<file path="config.mk">
export PLATFORM = sky130hd
export DESIGN_NAME = mem_access_master_flat
export DESIGN_NICKNAME = d
export VERILOG_FILES = /design/src/rtl/mem_if_pkg.sv /design/src/rtl/mem_access_master_if.sv /design/src/rtl/mem_wait_timer.sv /design/src/rtl/mem_access_master.sv /design/src/flat_wrapper.sv
export SDC_FILE = /design/constraint.sdc
export NUM_CORES = 1
export LEC_CHECK = 0
export ABC_AREA = 0
export CAP_MARGIN = 10
export CORE_UTILIZATION = 35
export DETAILED_ROUTE_END_ITERATION = 10
export PLACE_DENSITY = 0.68
export SLEW_MARGIN = 25
export SYNTH_ARGS = -nofsm -noshare
export SYNTH_HDL_FRONTEND = slang
export SYNTH_HIERARCHICAL = 1
export SYNTH_SLANG_ARGS = --single-unit
export TNS_END_PERCENT = 1
</file>
<file path="constraint.sdc">
create_clock -name clk -period 2.4 [get_ports clk]
set_input_delay 0.36 -clock clk [delete_from_list [all_inputs] [get_ports clk]]
set_output_delay 0.36 -clock clk [all_outputs]
set_load 0.02 [all_outputs]
</file>
<file path="src/rtl/mem_if_pkg.sv">
// Shared types for the memory access master.
// States, operation codes, address limits and bus strobe encodings.
package mem_if_pkg;

  typedef enum logic [1:0] {
    IDLE,
    ACCESS,
    WAIT,
    DONE
  } state_t;

  typedef enum logic [1:0] {
    OP_FETCH,
    OP_LOAD,
    OP_STORE
  } op_t;

  localparam int unsigned INSTR_TOP = 1023;
  localparam int unsigned MEM_TOP   = 4095;

  typedef struct packed {
    logic rd;
    logic wr;
  } bus_enc_t;

  localparam bus_enc_t BUS_FETCH = '{rd: 1'b0, wr: 1'b0};
  localparam bus_enc_t BUS_LOAD  = '{rd: 1'b1, wr: 1'b0};
  localparam bus_enc_t BUS_STORE = '{rd: 1'b0, wr: 1'b1};

  function automatic bus_enc_t op_bus(op_t op);
    bus_enc_t e;
    unique case (op)
      OP_LOAD:  e = BUS_LOAD;
      OP_STORE: e = BUS_STORE;
      default:  e = BUS_FETCH;
    endcase
    return e;
  endfunction

endpackage

</file>
<file path="src/rtl/mem_access_master_if.sv">
// Request handshake and memory bus bundle.
// master: the access engine; slave: requester plus memory.
interface mem_access_master_if;
  logic        fetch_req;
  logic        ld_req;
  logic        st_req;
  logic [15:0] req_addr;
  logic [15:0] req_wdata;
  logic        busy;
  logic        done;
  logic        fault;
  logic [15:0] rdata;
  logic [15:0] Mem_Address;
  logic        Mem_Read;
  logic        Mem_Write;
  logic [15:0] Write_Data;
  logic [15:0] Result;

  modport master (
    input  fetch_req, ld_req, st_req,
    input  req_addr, req_wdata, Result,
    output busy, done, fault, rdata,
    output Mem_Address, Mem_Read,
    output Mem_Write, Write_Data
  );

  modport slave (
    output fetch_req, ld_req, st_req,
    output req_addr, req_wdata, Result,
    input  busy, done, fault, rdata,
    input  Mem_Address, Mem_Read,
    input  Mem_Write, Write_Data
  );
endinterface

</file>
<file path="src/rtl/mem_wait_timer.sv">
// Loadable down-counter for bus hold time.
// Saturates at zero and flags it.
module mem_wait_timer #(
  parameter int unsigned WIDTH = 4
) (
  input  logic             clk,
  input  logic             rest,
  input  logic             load,
  input  logic             dec,
  input  logic [WIDTH-1:0] load_val,
  output logic             zero
);

  logic [WIDTH-1:0] cnt_q;

  always_ff @(posedge clk) begin
    if (rest)
      cnt_q <= '0;
    else if (load)
      cnt_q <= load_val;
    else if (dec && cnt_q != '0)
      cnt_q <= cnt_q - 1'b1;
  end

  assign zero = (cnt_q == '0);

endmodule

</file>
<file path="src/rtl/mem_access_master.sv">
// CPU-side initiator for the 16-bit big-endian memory.
// Define ALIGN_CHECK_EN to fault odd addresses.
module mem_access_master #(
  parameter int unsigned WAIT_CYCLES = 1,
  parameter int unsigned INSTR_TOP   = mem_if_pkg::INSTR_TOP,
  parameter int unsigned MEM_TOP     = mem_if_pkg::MEM_TOP
) (
  input logic                 clk,
  input logic                 rest,
  mem_access_master_if.master bus
);
  import mem_if_pkg::*;

  localparam logic [16:0] ITOP = 17'(INSTR_TOP);
  localparam logic [16:0] MTOP = 17'(MEM_TOP);
  localparam logic [3:0]  WLD  = 4'(WAIT_CYCLES);

  state_t      state_q, state_d;
  op_t         op_q, req_op;
  bus_enc_t    enc;
  logic        req_any, accept, flt, flt_q;
  logic        zero, busy_w, last;
  logic        rd_q, wr_q;
  logic [16:0] addr_x, addr_p1;
  logic [15:0] addr_q, wdata_q, rdata_q;

  assign req_any = bus.st_req | bus.ld_req
                 | bus.fetch_req;
  assign addr_x  = {1'b0, bus.req_addr};
  // 17 bits so 16'hFFFF+1 cannot wrap past the check
  assign addr_p1 = addr_x + 17'd1;
  assign busy_w  = (state_q == ACCESS)
                 | (state_q == WAIT);
  assign last    = busy_w & zero;
  assign enc     = op_bus(req_op);

  always_comb begin
    req_op = OP_FETCH;
    priority case (1'b1)
      bus.st_req: req_op = OP_STORE;
      bus.ld_req: req_op = OP_LOAD;
      default:    req_op = OP_FETCH;
    endcase
  end

  always_comb begin
    flt = (addr_p1 > MTOP);
    unique case (req_op)
      OP_FETCH: if (addr_x > ITOP)  flt = 1'b1;
      OP_STORE: if (addr_x <= ITOP) flt = 1'b1;
      default:  ;
    endcase
`ifdef ALIGN_CHECK_EN
    if (bus.req_addr[0]) flt = 1'b1;
`endif
  end

  always_comb begin
    state_d = state_q;
    accept  = 1'b0;
    unique case (state_q)
      IDLE: begin
        if (req_any) begin
          accept  = 1'b1;
          state_d = flt ? DONE : ACCESS;
        end
      end
      ACCESS,
      WAIT:    state_d = zero ? DONE : WAIT;
      DONE:    state_d = IDLE;
      default: state_d = IDLE;
    endcase
  end

  mem_wait_timer #(.WIDTH(4)) u_timer (
    .clk      (clk),
    .rest     (rest),
    .load     (accept),
    .dec      (busy_w),
    .load_val (WLD),
    .zero     (zero)
  );

  always_ff @(posedge clk) begin
    if (rest) begin
      state_q <= IDLE;
      op_q    <= OP_FETCH;
      flt_q   <= 1'b0;
      addr_q  <= '0;
      wdata_q <= '0;
      rdata_q <= '0;
      rd_q    <= 1'b0;
      wr_q    <= 1'b0;
    end else begin
      state_q <= state_d;
      if (accept) begin
        op_q  <= req_op;
        flt_q <= flt;
        if (!flt) begin
          addr_q <= bus.req_addr;
          rd_q   <= enc.rd;
          wr_q   <= enc.wr;
          if (req_op == OP_STORE)
            wdata_q <= bus.req_wdata;
        end
      end
      if (last) begin
        rd_q <= 1'b0;
        wr_q <= 1'b0;
        if (op_q != OP_STORE)
          rdata_q <= bus.Result;
      end
    end
  end

  assign bus.busy        = busy_w;
  assign bus.done        = (state_q == DONE);
  assign bus.fault       = (state_q == DONE) & flt_q;
  assign bus.rdata       = rdata_q;
  assign bus.Mem_Address = addr_q;
  assign bus.Mem_Read    = rd_q;
  assign bus.Mem_Write   = wr_q;
  assign bus.Write_Data  = wdata_q;

endmodule
</file>
<file path="src/flat_wrapper.sv">
// flat-port wrapper written by rule: the top's interface ports become plain ports
module mem_access_master_flat import mem_if_pkg::*;
#(
  parameter int unsigned WAIT_CYCLES = 1,
  parameter int unsigned INSTR_TOP   = mem_if_pkg::INSTR_TOP,
  parameter int unsigned MEM_TOP     = mem_if_pkg::MEM_TOP
)
  (clk, rest, bus_fetch_req, bus_ld_req, bus_st_req, bus_req_addr, bus_req_wdata, bus_Result, bus_busy, bus_done, bus_fault, bus_rdata, bus_Mem_Address, bus_Mem_Read, bus_Mem_Write, bus_Write_Data);
  mem_access_master_if bus_i ();
  input logic clk;
  input logic rest;
  input wire logic [$bits(bus_i.fetch_req)-1:0] bus_fetch_req;
  input wire logic [$bits(bus_i.ld_req)-1:0] bus_ld_req;
  input wire logic [$bits(bus_i.st_req)-1:0] bus_st_req;
  input wire logic [$bits(bus_i.req_addr)-1:0] bus_req_addr;
  input wire logic [$bits(bus_i.req_wdata)-1:0] bus_req_wdata;
  input wire logic [$bits(bus_i.Result)-1:0] bus_Result;
  output wire logic [$bits(bus_i.busy)-1:0] bus_busy;
  output wire logic [$bits(bus_i.done)-1:0] bus_done;
  output wire logic [$bits(bus_i.fault)-1:0] bus_fault;
  output wire logic [$bits(bus_i.rdata)-1:0] bus_rdata;
  output wire logic [$bits(bus_i.Mem_Address)-1:0] bus_Mem_Address;
  output wire logic [$bits(bus_i.Mem_Read)-1:0] bus_Mem_Read;
  output wire logic [$bits(bus_i.Mem_Write)-1:0] bus_Mem_Write;
  output wire logic [$bits(bus_i.Write_Data)-1:0] bus_Write_Data;
  assign bus_i.fetch_req = bus_fetch_req;
  assign bus_i.ld_req = bus_ld_req;
  assign bus_i.st_req = bus_st_req;
  assign bus_i.req_addr = bus_req_addr;
  assign bus_i.req_wdata = bus_req_wdata;
  assign bus_i.Result = bus_Result;
  assign bus_busy = bus_i.busy;
  assign bus_done = bus_i.done;
  assign bus_fault = bus_i.fault;
  assign bus_rdata = bus_i.rdata;
  assign bus_Mem_Address = bus_i.Mem_Address;
  assign bus_Mem_Read = bus_i.Mem_Read;
  assign bus_Mem_Write = bus_i.Mem_Write;
  assign bus_Write_Data = bus_i.Write_Data;
  mem_access_master #(.WAIT_CYCLES(WAIT_CYCLES), .INSTR_TOP(INSTR_TOP), .MEM_TOP(MEM_TOP)) u_core (.clk(clk), .rest(rest), .bus(bus_i));
endmodule
</file>
After elaboration in Yosys (flattened, before gate mapping):

Index checks and enable logic that the tools add are counted.

* register bits: 59
* bits of input ports: 53
* word-level logic and storage cells: 54

* add/subtract/negate cells: 2
* $lt $le $gt $ge: 3
* equal/unequal tests: 7
* multiplexer cells: 14
* bitwise operators: 6
* reductions and logical operators: 12

Operator list (number)
* 16-bit by 1-bit adder with 17-bit output, second input constant: 1
* 17-bit by 12-bit > comparator with 1-bit output, second input constant: 1
* 16-bit by 10-bit > comparator with 1-bit output, second input constant: 1
* 16-bit by 10-bit <= comparator with 1-bit output, second input constant: 1
* 1-bit two-way mux: 8
* 2-bit equality test, second input constant: 3
* 2-bit two-way mux: 3
* 2-bit case mux with 3 select lines: 1
* 2-bit OR reduction: 3
* 2-bit by 1-bit equality test with 1-bit output, second input constant: 2
* 2-bit logical NOT: 2
* 4-bit logical NOT: 1
* 2-bit case mux with 2 select lines: 1
* 2-bit AND reduction: 2
* 4-bit nonzero test: 1
* 4-bit by 1-bit subtractor with 4-bit output, second input constant: 1
* 1-bit bitwise OR: 3
* 3-bit AND reduction: 1
* 1-bit AND: 2
* 2-bit by 1-bit != test with 1-bit output, second input constant: 1
* 2-bit != test, second input constant: 1
* 1-bit case mux with 2 select lines: 1
* 2-bit nonzero test: 1
* 1-bit logical AND: 1
* 1-bit NOT: 1

Longest topological paths before layout:

Gate-level depths: netlist of the first run.

* depth after elaboration: 7
* depth in mapped cells: 9

By module:

Netlist of the first run, hierarchy kept.

Modules (own cells, without submodules)
* mem_access_master: times used 1, cells each 279, area an instance 2658.8 µm², sequential area each 1101.1 µm²
* mem_wait_timer: times used 1, cells each 29, area an instance 262.8 µm², sequential area each 80.1 µm²

Worst setup path after synthesis of the first run:

No wires, ideal clock.

* path kind: reg-to-reg
* start point: register u_core.u_timer.cnt_q[1]
* end point: register u_core.rdata_q[15] (netlist: u_core/bus.rdata[15])
* arrival time: 2288 ps
* data required time: 2271 ps
* setup slack: -17 ps
* cell stages (with the launch flop): 10
* clock period less this slack: 2417 ps
* cells stage by stage: dfxtp_1 -> inv_1 -> ha_1 -> or3b_4 -> inv_1 -> nand2_1 -> a21oi_1 -> buf_2 -> mux2i_1 -> nor2_1

* word-level cells in the longest chain between the ends: 3

Ends and longest elaborated chain
* from (decl): RTL line mem_wait_timer.sv:14 `logic [WIDTH-1:0] cnt_q;`
* from (signal assigned): RTL line mem_wait_timer.sv:20 `cnt_q <= load_val;`
* from (signal assigned): RTL line mem_wait_timer.sv:22 `cnt_q <= cnt_q - 1'b1;`
* 4-bit logical NOT: RTL line mem_wait_timer.sv:25 `assign zero = (cnt_q == '0);`
* net u_core.zero: RTL line mem_access_master.sv:22 `logic zero, busy_w, last;`
* 1-bit AND: RTL line mem_access_master.sv:34 `assign last = busy_w & zero;`
* 2-bit AND reduction (no source line)
* to (signal assigned): RTL line mem_access_master.sv:111 `rdata_q <= bus.Result;`
* to (decl): RTL line mem_access_master.sv:25 `logic [15:0] addr_q, wdata_q, rdata_q;`

The timed path passes the listed nets, and every way through them passes these cells.
A chain may end at the register's enable or synchronous reset.

Final worst setup path of the first run:

* start point: input port bus_req_addr[1]
* end point: register u_core.wdata_q[5] (netlist: u_core/bus.Write_Data[5])

* word-level cells in the longest chain between the ends: 6
* elaborated cells between the ends (all ways): 9
* classes of those cells: add/sub (1); order compare (3); mux (3); bitwise (1); reduce/logical (1)

Ends and longest elaborated chain
* from (decl): RTL line flat_wrapper.sv:15 `input wire logic [$bits(bus_i.req_addr)-1:0] bus_req_addr;`
* 16-bit by 1-bit adder with 17-bit output: RTL line mem_access_master.sv:31 `assign addr_p1 = addr_x + 17'd1;`
* 17-bit by 12-bit > comparator with 1-bit output: RTL line mem_access_master.sv:47 `flt = (addr_p1 > MTOP);`
* 1-bit two-way mux (on tied branches): RTL line mem_access_master.sv:50, mem_access_master.sv:49
* 1-bit case mux with 2 select lines (*): RTL line mem_access_master.sv:48 `unique case (req_op)`
* 1-bit NOT (no source line) (*)
* 3-bit AND reduction (no source line) (*)
* to (signal assigned): RTL line mem_access_master.sv:104 `wdata_q <= bus.req_wdata;`
* to (decl): RTL line mem_access_master.sv:25

Every way passes the cells marked *; elsewhere a longest branch is shown, timed or not.

==> results.ini, run 1 <==
[cts]
cts.sink_count = 59
cts_tree = yes
clk_latency_ps = 330
cts_buffers = 9
cts_root_buf = clkbuf_8
cts_buffer_depth = 2
htreeDepth = 3
cts.clk_slew.worst_paths_ps = 70
cts_hold_buffers = 0

[yosys]
muxShareOfSynthArea = 0.168
yosysMostFrequentCell = dfxtp_1
async_reset_ff_frac = 0
synth_area_um2 = 2920
synth_edf_count = 0
ys.flop_type = dfxtp_1
synthXorXnorAreaFrac = 0.00600
postSynthCellCount = 308
ys_seq_area_frac = 0.404
synth_area_leaders = dfxtp_1 40%, mux2i_1 17%, nand2b_1 12%
synth_compound_area_frac = 0.0771
ys_top_cells_by_count = 59 x dfxtp_1, 58 x nand2b_1, 49 x mux2i_1
avgSynthCellArea_um2 = 9.49
yosysTopAreaCellShare = 0.404
synth_top_family_by_area = simple AND/OR/NAND/NOR gates
ys_types = 42
synth_fa_ha_area_frac = 0.0300
ys_seq_elements = 59
yosysWarningCount = 6
synth_simple_gate_area_frac = 0.268
synth_top_area_cell = dfxtp_1

[floorplan]
core_area_um2 = 7890
dieArea_um2 = 8720
die_y_um = 93.4
start_util = 0.370
ios = 106
fp-row-count = 32
dieWidth_um = 93.4

[grt]
track_usage = 0.169
grt_max_degree = 66
grt_remaining_overflow = 0
antenna_found_initial = 0
grt_use_met2 = 0.273
busiest_layer = met2
use_met1 = 0.210
first_global_vias = 2534
grt_pass1_wl_um = 11500
use_met3 = 0.0390

[timing]
timing.final.crit_share = 0.976
min_period_ps = 2340
final-hold-violation-count = 0
slew_headroom = 0.637
worst_pin_slew_ps = 544
fmax_mhz = 427
finalSetupTns_ps = 0
slew_violations = 0
rsz0062_at_grt = false
finalSetupViolations = 0
fin_skew_ps = 6.41

[power]
peakVddDrop_v = 0.000283
powerDensity_nw_per_um2 = 779
leakage_nw = 1.62

[route]
drc_errors = 0
routed_wl_um = 7160
viasPerCell = 4.73
routedWlPerCell_um = 13.2
num_vias = 2565
dr.pass1.iters = 4
drtAntennaViolNets = 0
drtIter0Drc = 78

[setup_path]
worstSetupPathType = input pin to flip-flop
crit_path_frequent_cell = buf_4
slowest_stage = clkdlybuf4s50_1
max_stage_delay_ps = 460
crit_path_end_kind = flip-flop
worstPathArrival_ps = 2560
required_ps = 2620
path_max_fanout = 8
cp-start-kind = input pin
path_cells = clkdlybuf4s50_1 -> buf_4 -> ha_1 -> nor3_1 -> nand4_1 -> o31ai_4 -> nor4b_4 -> buf_4 -> clkbuf_16 -> mux2i_1

[outcome]
status = complete, no violations

[final_layout]
diodes = 0
nNetsFinal = 495
drive_gt1_frac = 0.120
fill_cells = 703
instances_no_fill = 542
area_growth_pct = 51.8

[placement]
hpwlAfterDp_um = 5180
io_buffers = 105
dpl.cell_count = 524
gp_congestion = 0.795

[flow_run]
drv_cap = 0

[min_path]
holdCritPathClass = flip-flop to flip-flop

through the flow:
step / hold slack [ps] / power (mW) / utilization / instance area (µm²) / setup slack, ps
floorplan: 432 / 2.12 / - / 2930 / 202
global placement: 447 / 2.66 / 0.535 / 4220 / -179
detailed placement: 452 / 2.70 / 0.535 / 4220 / -291
CTS: 463 / 3.49 / 0.557 / 4390 / 63.3
global route: 494 / 3.69 / 0.562 / 4430 / 33.7
finish: 461 / 3.45 / 0.562 / 4430 / 58.0
kinds of logic (layout without fill, tap and decap cells):
family                   after synthesis  in the layout
AO/OA/AOI/OAI                         27             27
flip-flops                            59             59
AND/OR/NAND/NOR                      138            138
multiplexers                          49             49
XOR/XNOR                               2              2
buffers and inverters                 24            154
other                                  2              4
adder cells (fa/ha/maj)                7              7
placed cells by master, fill, tap and decap left out, types with 3 or more instances in the layout:
cell type / synthesis / routed
nor2_1: 32 / 32
ha_1: 7 / 7
nand4_1: 4 / 4
a311oi_1: 3 / 3
a21oi_1: 9 / 8
mux2i_1: 49 / 49
nand2_1: 15 / 15
clkbuf_8: 0 / 9
conb_1: 2 / 4
nand3_1: 5 / 5
buf_4: 0 / 19
nand2b_1: 58 / 58
buf_12: 1 / 3
nor3_1: 7 / 6
dfxtp_1: 59 / 59
inv_1: 10 / 10
clkinv_2: 0 / 4
or2b_1: 3 / 3
clkdlybuf4s50_1: 0 / 103
o21ai_0: 3 / 3
state kept, by name, indices dropped and copies added (netlist names):
signal and flops:
u_core/bus.Mem_Address 16, u_core/bus.Write_Data 16, u_core/bus.rdata 16, u_core/bus.Mem_Read 1
u_core/state_q 2, u_core/flt_q 1, u_core/op_q 2, u_core/u_timer/cnt_q 4
u_core/bus.Mem_Write 1
layer usage:
metal	wire length (µm)	share of wire
met1	3220	0.45
met5	0	0
met4	126	0.018
met3	462	0.065
met2	3350	0.47
worst paths after layout:
| kind | startpoint | endpoint | slack, ps | depth (start not counted) |
|---|---|---|---|---|
| max | bus_req_addr[1] | u_core/bus.Write_Data[5] | 60 | 10 |
| min | u_core/bus.Mem_Write | u_core/bus.Mem_Write | 460 | 2 |
| max reg2reg | u_core/u_timer/cnt_q[1] | u_core/bus.rdata[3] | 390 | 9 |
| min reg2reg | u_core/bus.Mem_Write | u_core/bus.Mem_Write | 460 | 2 |
repair_timing:
item	in CTS	in global routing
gates resized for setup	0	2
setup endpoints to repair	0	27
buffers inserted	0	1
critical path: cells and delay by family:
kind	cells	cell delay, ps
compound gates	1	370
fa+ha+maj	1	260
buf+inv	4	940
mux	1	120
simple gates	3	500
power by group:
part,internal [mW],switching (mW)
clock network,0.370,0.413
logic,0.715,0.725
registers,1.14,0.0923
total,2.22,1.23
cell type report:
type / count / area (µm²) / share of cell area
clock buffer: 9 / 124 / 0.0279
clock inverter: 7 / 43.8 / 0.00988
inverter: 10 / 37.5 / 0.00847
multi-input combinational: 227 / 1640 / 0.371
sequential: 59 / 1180 / 0.266
tap: 102 / 128 / 0.0288
timing repair buffer: 128 / 1280 / 0.288
Note: power is estimated with default switching activity, not from simulation.
==> inputs of run 2 (changes only) <==
--- a/config.mk
+++ b/config.mk
@@ -8,6 +8,7 @@
 export ABC_AREA = 0
 export CAP_MARGIN = 10
 export CORE_UTILIZATION = 35
+export CTS_BUF_LIST = sky130_fd_sc_hd__clkbuf_2
 export DETAILED_ROUTE_END_ITERATION = 10
 export PLACE_DENSITY = 0.68
 export SLEW_MARGIN = 25
==> results.ini, run 2 (synthesis results as in run 1) <==
[setup_path]
critPathBufInv = 2  ; was 4
path_cells = inv_1 -> ha_1 -> clkdlybuf4s50_1  ; was clkdlybuf4s50_1 -> buf_4 -> ha_1 -> nor3_1 -> nand4_1 -> o31ai_4 -> nor4b_4 -> buf_4 -> clkbuf_16 -> mux2i_1
critPathTopFamily = buffers and inverters  ; unchanged
max_stage_delay_ps = 610  ; was 460 ps
worstPathArrival_ps = 1870  ; was 2560 ps
path_max_fanout = 3  ; was 8
slowest_stage = clkdlybuf4s50_1  ; unchanged
crit_path_end_kind = primary output  ; was flip-flop
worstSetupPathType = flip-flop to primary output  ; was input pin to flip-flop
cp-start-kind = flip-flop  ; was input pin
required_ps = 2040  ; was 2620 ps

[timing]
final-hold-violation-count = 0  ; unchanged
fmax_mhz = 448  ; was 427 MHz
worst_pin_slew_ps = 549  ; was 544 ps
timing.final.crit_share = 0.929  ; was 0.976
finalSetupViolations = 0  ; unchanged
slew_violations = 0  ; unchanged
fin_skew_ps = 20.1  ; was 6.41 ps
min_period_ps = 2230  ; was 2340 ps
slew_headroom = 0.634  ; was 0.637
rsz0062_at_grt = false  ; unchanged

[cts]
cts_setup_buffers = 0  ; unchanged
cts_buffers = 9  ; unchanged
cts_resized = 0  ; unchanged
cts_buffer_depth = 2  ; unchanged
cts.sink_count = 59  ; unchanged
cts_tree = yes  ; unchanged
cts_root_buf = clkbuf_2  ; was clkbuf_8
cts.clk_slew.worst_paths_ps = 190  ; was 70 ps
cts_hold_buffers = 0  ; unchanged
clk_latency_ps = 490  ; was 330 ps
htreeDepth = 3  ; unchanged

[floorplan]
dieWidth_um = 93.4  ; unchanged
dieArea_um2 = 8720  ; unchanged
start_util = 0.370  ; unchanged
fp-row-count = 32  ; unchanged
core_area_um2 = 7890  ; unchanged
ios = 106  ; unchanged
die_y_um = 93.4  ; unchanged

[final_layout]
multi_input_area_um2 = 1640  ; about the same
area_growth_pct = 47.6  ; was 51.8%
drive_gt1_frac = 0.116  ; was 0.120
seqCellArea_um2 = 1180  ; unchanged
final_common_cell = clkdlybuf4s50_1  ; unchanged
nNetsFinal = 493  ; was 495
final_cell_mix = 104 x clkdlybuf4s50_1, 59 x dfxtp_1, 58 x nand2b_1  ; was 103 x clkdlybuf4s50_1, 59 x dfxtp_1, 58 x nand2b_1
instances_no_fill = 540  ; was 542
fill_cells = 714  ; was 703
diodes = 0  ; unchanged

[placement]
io_buffers = 105  ; unchanged
hpwlAfterDp_um = 5180  ; unchanged
dpl.cell_count = 524  ; unchanged
gp_congestion = 0.795  ; unchanged

[grt]
grt_max_degree = 66  ; unchanged
antenna_found_initial = 0  ; unchanged
track_usage = 0.169  ; about the same
first_global_vias = 2528  ; was 2534
grt_remaining_overflow = 0  ; unchanged
grt_pass1_wl_um = 11500  ; about the same

[power]
leakage_nw = 1.57  ; was 1.62 nW
clkPwrFrac = 0.166  ; was 0.227
p_int_mw = 1.98  ; was 2.22 mW
power.switching_mw = 1.21  ; was 1.23 mW
finalPower_mw = 3.19  ; was 3.45 mW
seqPwrFrac = 0.385  ; was 0.356
p_comb_frac = 0.449  ; was 0.417
powerDensity_nw_per_um2 = 741  ; was 779 nW/µm²
swShare = 0.380  ; was 0.356
peakVddDrop_v = 0.000266  ; was 0.000283 V

[route]
drc_errors = 0  ; unchanged
routed_wl_um = 7110  ; was 7160 µm
drtIter0Drc = 94  ; was 78
num_vias = 2541  ; was 2565
routedWlPerCell_um = 13.2  ; about the same
drtAntennaViolNets = 0  ; unchanged
dr.pass1.iters = 4  ; unchanged
viasPerCell = 4.71  ; was 4.73

[min_path]
holdCritPathClass = input pin to flip-flop  ; was flip-flop to flip-flop

[flow_run]
drv_cap = 0  ; unchanged

[outcome]
status = complete, no violations  ; unchanged

==> run 2: changes by cell type in the layout (fill, tap and decap cells not counted) <==
cell,previous run,this run
dlymetal6s2s_1,1,0
buf_4,19,18
o31ai_2,0,1
clkbuf_8,9,0
clkbuf_16,1,0
o31ai_4,1,0
clkbuf_2,0,9
clkdlybuf4s50_1,103,104
==> run 2: final timing paths <==
kind	start	endpoint	slack, ps	cells past startpoint
worst max-delay path	u_core/state_q[1]	bus_busy	170	3
worst min-delay path	rest	u_core/bus.rdata[1]	330	2
worst max register to register	u_core/u_timer/cnt_q[1]	u_core/bus.rdata[3]	360	9
worst min register to register	u_core/bus.Mem_Write	u_core/bus.Mem_Write	470	2
==> run 2: metrics by stage <==
step	utilization	setup TNS (ps)	area [µm²]	hold WS [ps]	setup slack [ps]
floorplan	-	0	2930	432	202
global placement	0.535	-5200	4220	447	-179
detailed placement	0.535	-8600	4220	452	-291
global route	0.547	0	4310	317	55.4
finish	0.547	0	4310	325	170
CTS	0.547	0	4310	279	105
==> run 2: cell type report <==
class,count,share of cell area
clock buffers,9,0.0104
clock inverters,7,0.0102
inverters,10,0.00871
multi-input cells,227,0.379
flip-flops and latches,59,0.274
well taps,102,0.0296
repair buffers,126,0.288
==> run 2: power groups by stage <==
stage / clock [mW] / sequential (mW) / combinational, mW
4_1_cts: 0.561 / 1.23 / 1.45
5_1_grt: 0.594 / 1.25 / 1.58
2_1_floorplan: 0 / 1.36 / 0.767
6_report: 0.530 / 1.23 / 1.44
3_5_place_dp: 0 / 1.25 / 1.45
3_3_place_gp: 0 / 1.25 / 1.42
==> run 2: worst reg2reg max path, delay by kind of cell (launching register included) <==
| kind | cells | cell delay [ps] |
|---|---|---|
| AND/OR/NAND/NOR | 3 | 560 |
| multiplexers | 1 | 220 |
| buffers and inverters | 3 | 430 |
| flip-flops | 1 | 360 |
| AO/OA/AOI/OAI | 1 | 150 |
| adder cells (fa/ha/maj) | 1 | 210 |
==> run 2: layer usage <==
| layer | vias to the layer above | part of all wire | global-route usage |
|---|---|---|---|
| met4 | 0 | 0.019 | 0.0910 |
| met3 | 10 | 0.067 | 0.0358 |
| met1 | 1144 | 0.46 | 0.211 |
| li1 | 1298 | - | - |
| met5 | - | 0 | 0 |
| met2 | 89 | 0.46 | 0.273 |
